### src/rtl/led_chaser_param.sv
// Bouncing/wrapping LED block chaser with prescaled step tick and per-end colour toggle.
// Optional bicolour operation is enabled by defining LED_CHASER_BICOLOR_EN; otherwise the block is always red.
module led_chaser_param #(
    parameter int N_LEDS  = 8,
    parameter int BLOCK_W = 3,
    parameter int DIV_W   = 20,
    localparam int PW     = $clog2(N_LEDS)
) (
    input  logic              clk,
    input  logic              reset,
    input  logic              enable,
    input  logic [1:0]        mode,
    input  logic [1:0]        speed,
    output logic [N_LEDS-1:0] led_red,
    output logic [N_LEDS-1:0] led_green,
    output logic [PW-1:0]     pos,
    output logic              dir,
    output logic              turn,
    output logic              ctl_bit
);

    localparam logic [1:0] MODE_BOUNCE = 2'b00;
    localparam logic [1:0] MODE_WRAP_L = 2'b01;
    localparam logic [1:0] MODE_WRAP_R = 2'b10;
    localparam logic [1:0] MODE_HOLD   = 2'b11;

    localparam logic [PW-1:0]     POS_MAX = PW'(N_LEDS - BLOCK_W);
    localparam logic [N_LEDS-1:0] BLK     = N_LEDS'((1 << BLOCK_W) - 1);

    logic [DIV_W-1:0]  cnt;
    logic [DIV_W-1:0]  mask;
    logic              tick;
    logic              green;
    logic              green_nx;
    logic [PW-1:0]     pos_nx;
    logic              dir_nx;
    logic              end_evt;
    logic [N_LEDS-1:0] lit_nx;

    // Only the low DIV_W-speed prescaler bits take part in the tick compare.
    assign mask = {DIV_W{1'b1}} >> speed;
    assign tick = enable && ((cnt & mask) == mask);

    always_comb begin
        pos_nx  = pos;
        dir_nx  = dir;
        end_evt = 1'b0;
        if (tick) begin
            case (mode)
                MODE_BOUNCE: begin
                    if (!dir) begin
                        if (pos == '0) begin
                            dir_nx  = 1'b1;
                            pos_nx  = PW'(1);
                            end_evt = 1'b1;
                        end else begin
                            pos_nx = pos - 1'b1;
                        end
                    end else begin
                        if (pos == POS_MAX) begin
                            dir_nx  = 1'b0;
                            pos_nx  = POS_MAX - 1'b1;
                            end_evt = 1'b1;
                        end else begin
                            pos_nx = pos + 1'b1;
                        end
                    end
                end
                MODE_WRAP_R: begin
                    dir_nx = 1'b0;
                    if (pos == '0) begin
                        pos_nx  = POS_MAX;
                        end_evt = 1'b1;
                    end else begin
                        pos_nx = pos - 1'b1;
                    end
                end
                MODE_WRAP_L: begin
                    dir_nx = 1'b1;
                    if (pos == POS_MAX) begin
                        pos_nx  = '0;
                        end_evt = 1'b1;
                    end else begin
                        pos_nx = pos + 1'b1;
                    end
                end
                MODE_HOLD: begin
                    pos_nx = pos;
                end
                default: begin
                    pos_nx = pos;
                end
            endcase
        end
    end

`ifdef LED_CHASER_BICOLOR_EN
    assign green_nx = green ^ end_evt;
`else
    assign green_nx = 1'b0;
`endif

    assign lit_nx  = BLK << pos_nx;
    assign ctl_bit = 1'b1;

    always_ff @(posedge clk or posedge reset) begin
        if (reset) begin
            cnt       <= '0;
            pos       <= POS_MAX;
            dir       <= 1'b0;
            green     <= 1'b0;
            turn      <= 1'b0;
            led_red   <= BLK << POS_MAX;
            led_green <= '0;
        end else begin
            if (enable) begin
                cnt <= cnt + 1'b1;
            end
            pos       <= pos_nx;
            dir       <= dir_nx;
            green     <= green_nx;
            turn      <= end_evt;
            led_red   <= green_nx ? '0 : lit_nx;
            led_green <= green_nx ? lit_nx : '0;
        end
    end

endmodule

### config.mk
export PLATFORM = sky130hd
export DESIGN_NAME = led_chaser_param
export DESIGN_NICKNAME = d
export VERILOG_FILES = /design/src/rtl/led_chaser_param.sv
export SDC_FILE = /design/constraint.sdc
export NUM_CORES = 1
export LEC_CHECK = 0
export BUFFER_PORTS_ARGS = -buffer_cell sky130_fd_sc_hd__clkbuf_2
export CAP_MARGIN = 10
export CORE_AREA = 10 10 75 77
export DETAILED_ROUTE_END_ITERATION = 12
export DIE_AREA = 0 0 85 87
export SLEW_MARGIN = 15
export SYNTH_ARGS = -nofsm -noshare
export SYNTH_HDL_FRONTEND = slang
export SYNTH_SLANG_ARGS = --single-unit
### constraint.sdc
create_clock -name clk -period 6.1 [get_ports clk]
set_clock_uncertainty 0.2 [all_clocks]
set_input_delay 1.22 -clock clk [delete_from_list [all_inputs] [get_ports clk]]
set_output_delay 1.22 -clock clk [all_outputs]
set_load 0.02 [all_outputs]
==> Yosys cells after proc, flatten, opt, wreduce, memory -nomap -nowiden <==
Cells that the tools add are included.
{ "classes": {"n_mux": 15, "n_addsub": 3, "reduce_logical": 5, "n_eq_ne": 5, "shift": 2, "bitwise": 1} }
{ "op_table": {"columns": ["operator", "n"], "rows": [
  ["adder 20 x 1 -> 20 bit (second input constant)", 1],
  ["bitwise AND 20 bit", 1],
  ["equality test 20 bit", 1],
  [">> shifter 20 x 2 -> 20 bit (first input constant)", 1],
  ["2-to-1 mux 3 bit", 6],
  ["one-hot mux 3 bit (4 select lines)", 1],
  ["left shift 3 x 3 -> 8 bit (first input constant)", 1],
  ["2-to-1 mux 1 bit", 6],
  ["one-hot mux 1 bit (3 select lines)", 2],
  ["equality test 2 bit (second input constant)", 2],
  ["adder 3 x 1 -> 3 bit (second input constant)", 1],
  ["equality test 3 bit (second input constant)", 1],
  ["logical NOT 3 bit", 1],
  ["nonzero test 3 bit", 1],
  ["subtractor 3 x 1 -> 3 bit (second input constant)", 1],
  ["equality test 2 x 1 -> 1 bit (second input constant)", 1],
  ["logical NOT 2 bit", 1],
  ["AND reduction 2 bit", 1],
  ["logical AND 1 bit", 1]
]} }
{ "word_totals": {"elab_cells": 36, "register_bits": 33, "inputBits": 7, "out_inout_bits": 22} }

==> Depth between registers and ports, before layout <==
{ "depth": {"ltp_word": 6, "depth_mapped": 9, "mapped_depth_nobuf": 8} }

==> Worst setup path before layout <==
Ideal clock, no wire load.
{ "synth_path": {"path_kind": "input to register", "start": "in enable", "end": "reg led_red[4]", "slack_ns": 3.020, "n_path_buf": 1, "stages": 7, "arrival_time_ns": 2.800, "setup_time_ns": 0.080, "path_cell_list": "nand4_2 > or4_4 > or2_2 > clkbuf_1 > o21a_4 > inv_2 > mux2i_1"} }
{ "synth_between": {"elab_chain_len": 3} }
{ "synth_lines": {"columns": ["item", "line_no", "text"], "rows": [
  ["start, declared", "11", "input logic enable,"],
  ["logical AND 1 bit", "42", "assign tick = enable && ((cnt & mask) == mask);"],
  ["2-to-1 mux 3 bit", "48", "if (tick) begin"],
  ["named net pos_nx[2]", "35", "logic [PW-1:0] pos_nx;"],
  ["left shift 3 x 3 -> 8 bit", "103", "assign lit_nx = BLK << pos_nx;"],
  ["named net lit_nx[4]", "38", "logic [N_LEDS-1:0] lit_nx;"],
  ["end signal, assigned", "113", "led_red <= BLK << POS_MAX;"],
  ["end signal, assigned", "123", "led_red <= green_nx ? '0 : lit_nx;"],
  ["end, declared", "14", "output logic [N_LEDS-1:0] led_red,"]
]} }
The timed path passes the listed nets, and every way through them passes these cells.
A chain may end at the register's enable or synchronous reset.

==> Final worst setup path <==
{ "layout_path": {"start": "in enable", "end": "reg turn"} }
{ "layout_between": {"elab_chain_len": 2} }
{ "layout_lines": {"columns": ["item", "line_no", "text"], "rows": [
  ["logical AND 1 bit", "42", null],
  ["2-to-1 mux 1 bit", "48", null],
  ["named net end_evt", "37", "logic end_evt;"],
  ["end signal, assigned", "122", "turn <= end_evt;"],
  ["end, declared", "18", "output logic turn,"]
]} }
The timed path passes the listed nets, and every way through them passes these cells.

==> results.toml <==
[worst_setup_path]
reg2reg_depth = 6
cp.arrival_ps = 3010
worst_r2r_endpoint = "led_red[5]$_DFF_PP1_"
crit_slowest_cell = "or4_4"
critPathLaunchType = "input pin"
endpoint_kind = "flop"
path_cells = "clkbuf_2 > nand4_2 > or4_4 > or2_2 > a2111oi_0"
r2r_slack_ps = 3480
rr_startpoint = "pos[0]$_DFF_PP1_"
slowest_delay_ps = 650
worst-path-max-fanout = 11
required_ps = 6020
critPathKind = "in -> reg"

[finish]
n_fill_cell = 385
synthToLayoutAreaGrowth_pct = 9.796
post-route-util_pct = 47.70
drive_gt1_share_pct = 27.46
insertedDiodeCount = 0
nets = 205

[cts]
clockRootBuffer = "clkbuf_8"
cts_sinks = 33
cts.htree.levels = 2
clock_latency_ps = 290
cts.repair.resized = 0
cts_setup_buffers = 0
cts.hold.buffers_added = 0
cts_tree = "built"
cts_buffers = 5
clock_path_buffers = 2
clkTransAtPathRegs_ps = 60

[floorplan]
initial_core_util_pct = 43.44
ios = 29
fp-row-count = 24
dieArea_sq_um = 7395
coreArea_sq_um = 4234
die_w_microns = 85
die_y_microns = 87

[hold_path]
worst_hold_path.num_cells = 1
hold_end = "cnt[11]$_DFFE_PP0P_"
hp-start = "cnt[11]$_DFFE_PP0P_"
hold_path_class = "reg -> reg"

[grt]
gr-total-overflow = 0
grt_max_degree = 22
grt_pass1_wl_microns = 5899
grt_use_total_pct = 9.762
grt_antenna_before_repair = 0
grt_pass1_vias = 1270

[detailed_routing]
wl_met1_microns = 1676
route.met3.wl_microns = 201
drtPass1Iterations = 4
vias_per_cell = 5.057
met2_length_microns = 1498
route.detailed.drc = 0
dr.max_layer_used = "met4"
routedWlPerCell_microns = 14.23
initialDrtViolationCount = 39
ant_nets = 0
wirelength_microns = 3487
num_vias = 1239

[sta]
hold_viol = 0
period_needed_ps = 3087
tightest_slew_ps = 537.7
fin_tns_setup_ps = 0
max_slew_margin_pct = 63.22
finalSetupViolCount = 0
max_freq_mhz = 323.9
setup_slack_ps = 3013
drv_slew = 0
rsz0062_at_grt = "false"
finalCritPeriodShare_pct = 50.61

[placement]
dp_slack_ps = 2718
gp_congestion = 0.8270
dp_hpwl_microns = 2594
portBuffers = 19

[power]
cellLeakagePower_nw = 0.9125
max-vdd-ir-drop_mv = 0.1487
power.density_nw_per_um2 = 257.4

[logic_synthesis]
synth.distinct_cells = 48
synth-edff-count = 0
synthAdderAreaFrac_pct = 4.082
synth-seq-cells = 33
synth_seq_area_share_pct = 45.24
ys.flop_type = "dfrtp_1"
synth_compound_area_share_pct = 12.93
syn_avg_cell_area_sq_um = 10.57
synth_area_sq_um = 1839
synth_xor_area_share_pct = 9.048
ys_warn_count = 0
synth-simple-area-share_pct = 16.94
synth_top_family_by_area = "simple AND/OR/NAND/NOR gates"
async_reset_ff_share_pct = 100.0
synthMuxAreaShare_pct = 2.857
synthCells = 174

[outcome]
status = "completed"

[flow_run]
drv_cap = 0
-- worst max path at each step --
stage                     slack, ps  cells past startpoint    from                   end
after floorplan                3020                      7  enable  led_red[4]$_DFF_PP0_
after global placement         2750                      5  enable        turn$_DFF_PP0_
after detailed placement       2720                      7  enable  led_red[4]$_DFF_PP0_
after CTS                      3030                      7  enable  led_red[4]$_DFF_PP0_
after global routing           2900                      5  enable        turn$_DFF_PP0_
final                          3010                      5  enable        turn$_DFF_PP0_
-- report_power, final --
group | leakage [nW] | internal (mW) | switching, mW
registers | 0.401 | 0.244 | 0.0249
clock network | 0.0542 | 0.102 | 0.0776
logic | 0.457 | 0.0336 | 0.0380
total | 0.913 | 0.379 | 0.140
-- cells by family (layout without fill, tap and decap cells) --
family,Yosys count,after routing
fa+ha+maj,6,6
xor+xnor,19,19
compound gates,28,28
other cells,2,9
mux,5,5
buf+inv,27,39
flops,33,33
simple gates,54,54
-- flip-flops by register name (all words and copies together), names as in the netlist --
name and count:
dir 1, led_red 8, turn 1, pos 3, cnt 20
-- cell usage in the layout (no fill, tap or decap), types with 2 or more instances in the layout --
cell type / instances
and3b_1: 2
inv_2: 2
nand3_1: 2
xor2_1: 4
mux2i_1: 3
clkbuf_8: 7
and2_2: 2
o21ai_0: 3
or3b_2: 2
inv_1: 9
nor4_1: 2
or4_4: 2
xnor2_1: 15
nor2_1: 11
or2b_2: 2
a2111oi_0: 2
ha_1: 6
or2_2: 2
dfrtp_1: 28
nand4_1: 7
dfstp_2: 5
mux2_2: 2
o31ai_1: 4
a21oi_1: 6
clkbuf_2: 19
nor3_1: 3
nand2_1: 12
conb_1: 9
-- metal layers --
layer,vias up,GRT usage (%)
li1,618,-
met2,32,13.76
met5,-,0
met4,0,5.988
met3,12,3.652
met1,577,12.27
-- synthesized netlist by cell type, types with 2 or more instances --
library cell | number | area (sq um)
a2111oi_0 | 2 | 17.52
a21oi_1 | 6 | 30.03
and2_2 | 2 | 15.01
and3b_1 | 2 | 17.52
buf_4 | 10 | 75.07
clkbuf_1 | 4 | 15.01
conb_1 | 2 | 7.510
dfrtp_1 | 28 | 700.7
dfstp_2 | 5 | 131.4
ha_1 | 6 | 75.07
inv_1 | 9 | 33.78
inv_2 | 2 | 7.510
mux2_2 | 2 | 22.52
mux2i_1 | 3 | 30.03
nand2_1 | 12 | 45.04
nand3_1 | 2 | 10.01
nand4_1 | 7 | 43.79
nor2_1 | 11 | 41.29
nor3_1 | 3 | 15.01
nor4_1 | 2 | 12.51
o21ai_0 | 3 | 15.01
o31ai_1 | 4 | 30.03
or2_2 | 2 | 12.51
or2b_2 | 2 | 17.52
or3b_2 | 2 | 17.52
or4_4 | 2 | 22.52
xnor2_1 | 15 | 131.4
xor2_1 | 4 | 35.03
-- per-stage QoR --
stage                     total power [mW]  cells  hold WS (ps)  area (sq um)
after floorplan                     0.3318    181         240.5          1866
after global placement              0.3415    237         255.3          1918
after detailed placement            0.3456    237         265.6          1918
after CTS                           0.5276    245         275.2          2019
after global routing                0.5493    245         300.1          2019
final                               0.5198    245         272.4          2019
-- cell type report --
type	instances	area, sq um	area share, %
clock inverters	1	5.005	0.2478
repair buffers	20	102.6	5.081
multi-input cells	121	877.1	43.43
inverters	11	41.29	2.045
clock buffers	7	96.34	4.771
flip-flops and latches	33	832.0	41.20
well taps	52	65.06	3.222
-- worst max-delay path: cells and delay by family --
family | cells | cell delay [ps]
and+or+nand+nor | 3 | 1180
AOI/OAI and AO/OA | 1 | 460
buffers and inverters | 1 | 150
Power figures use the tool's default switching activity.
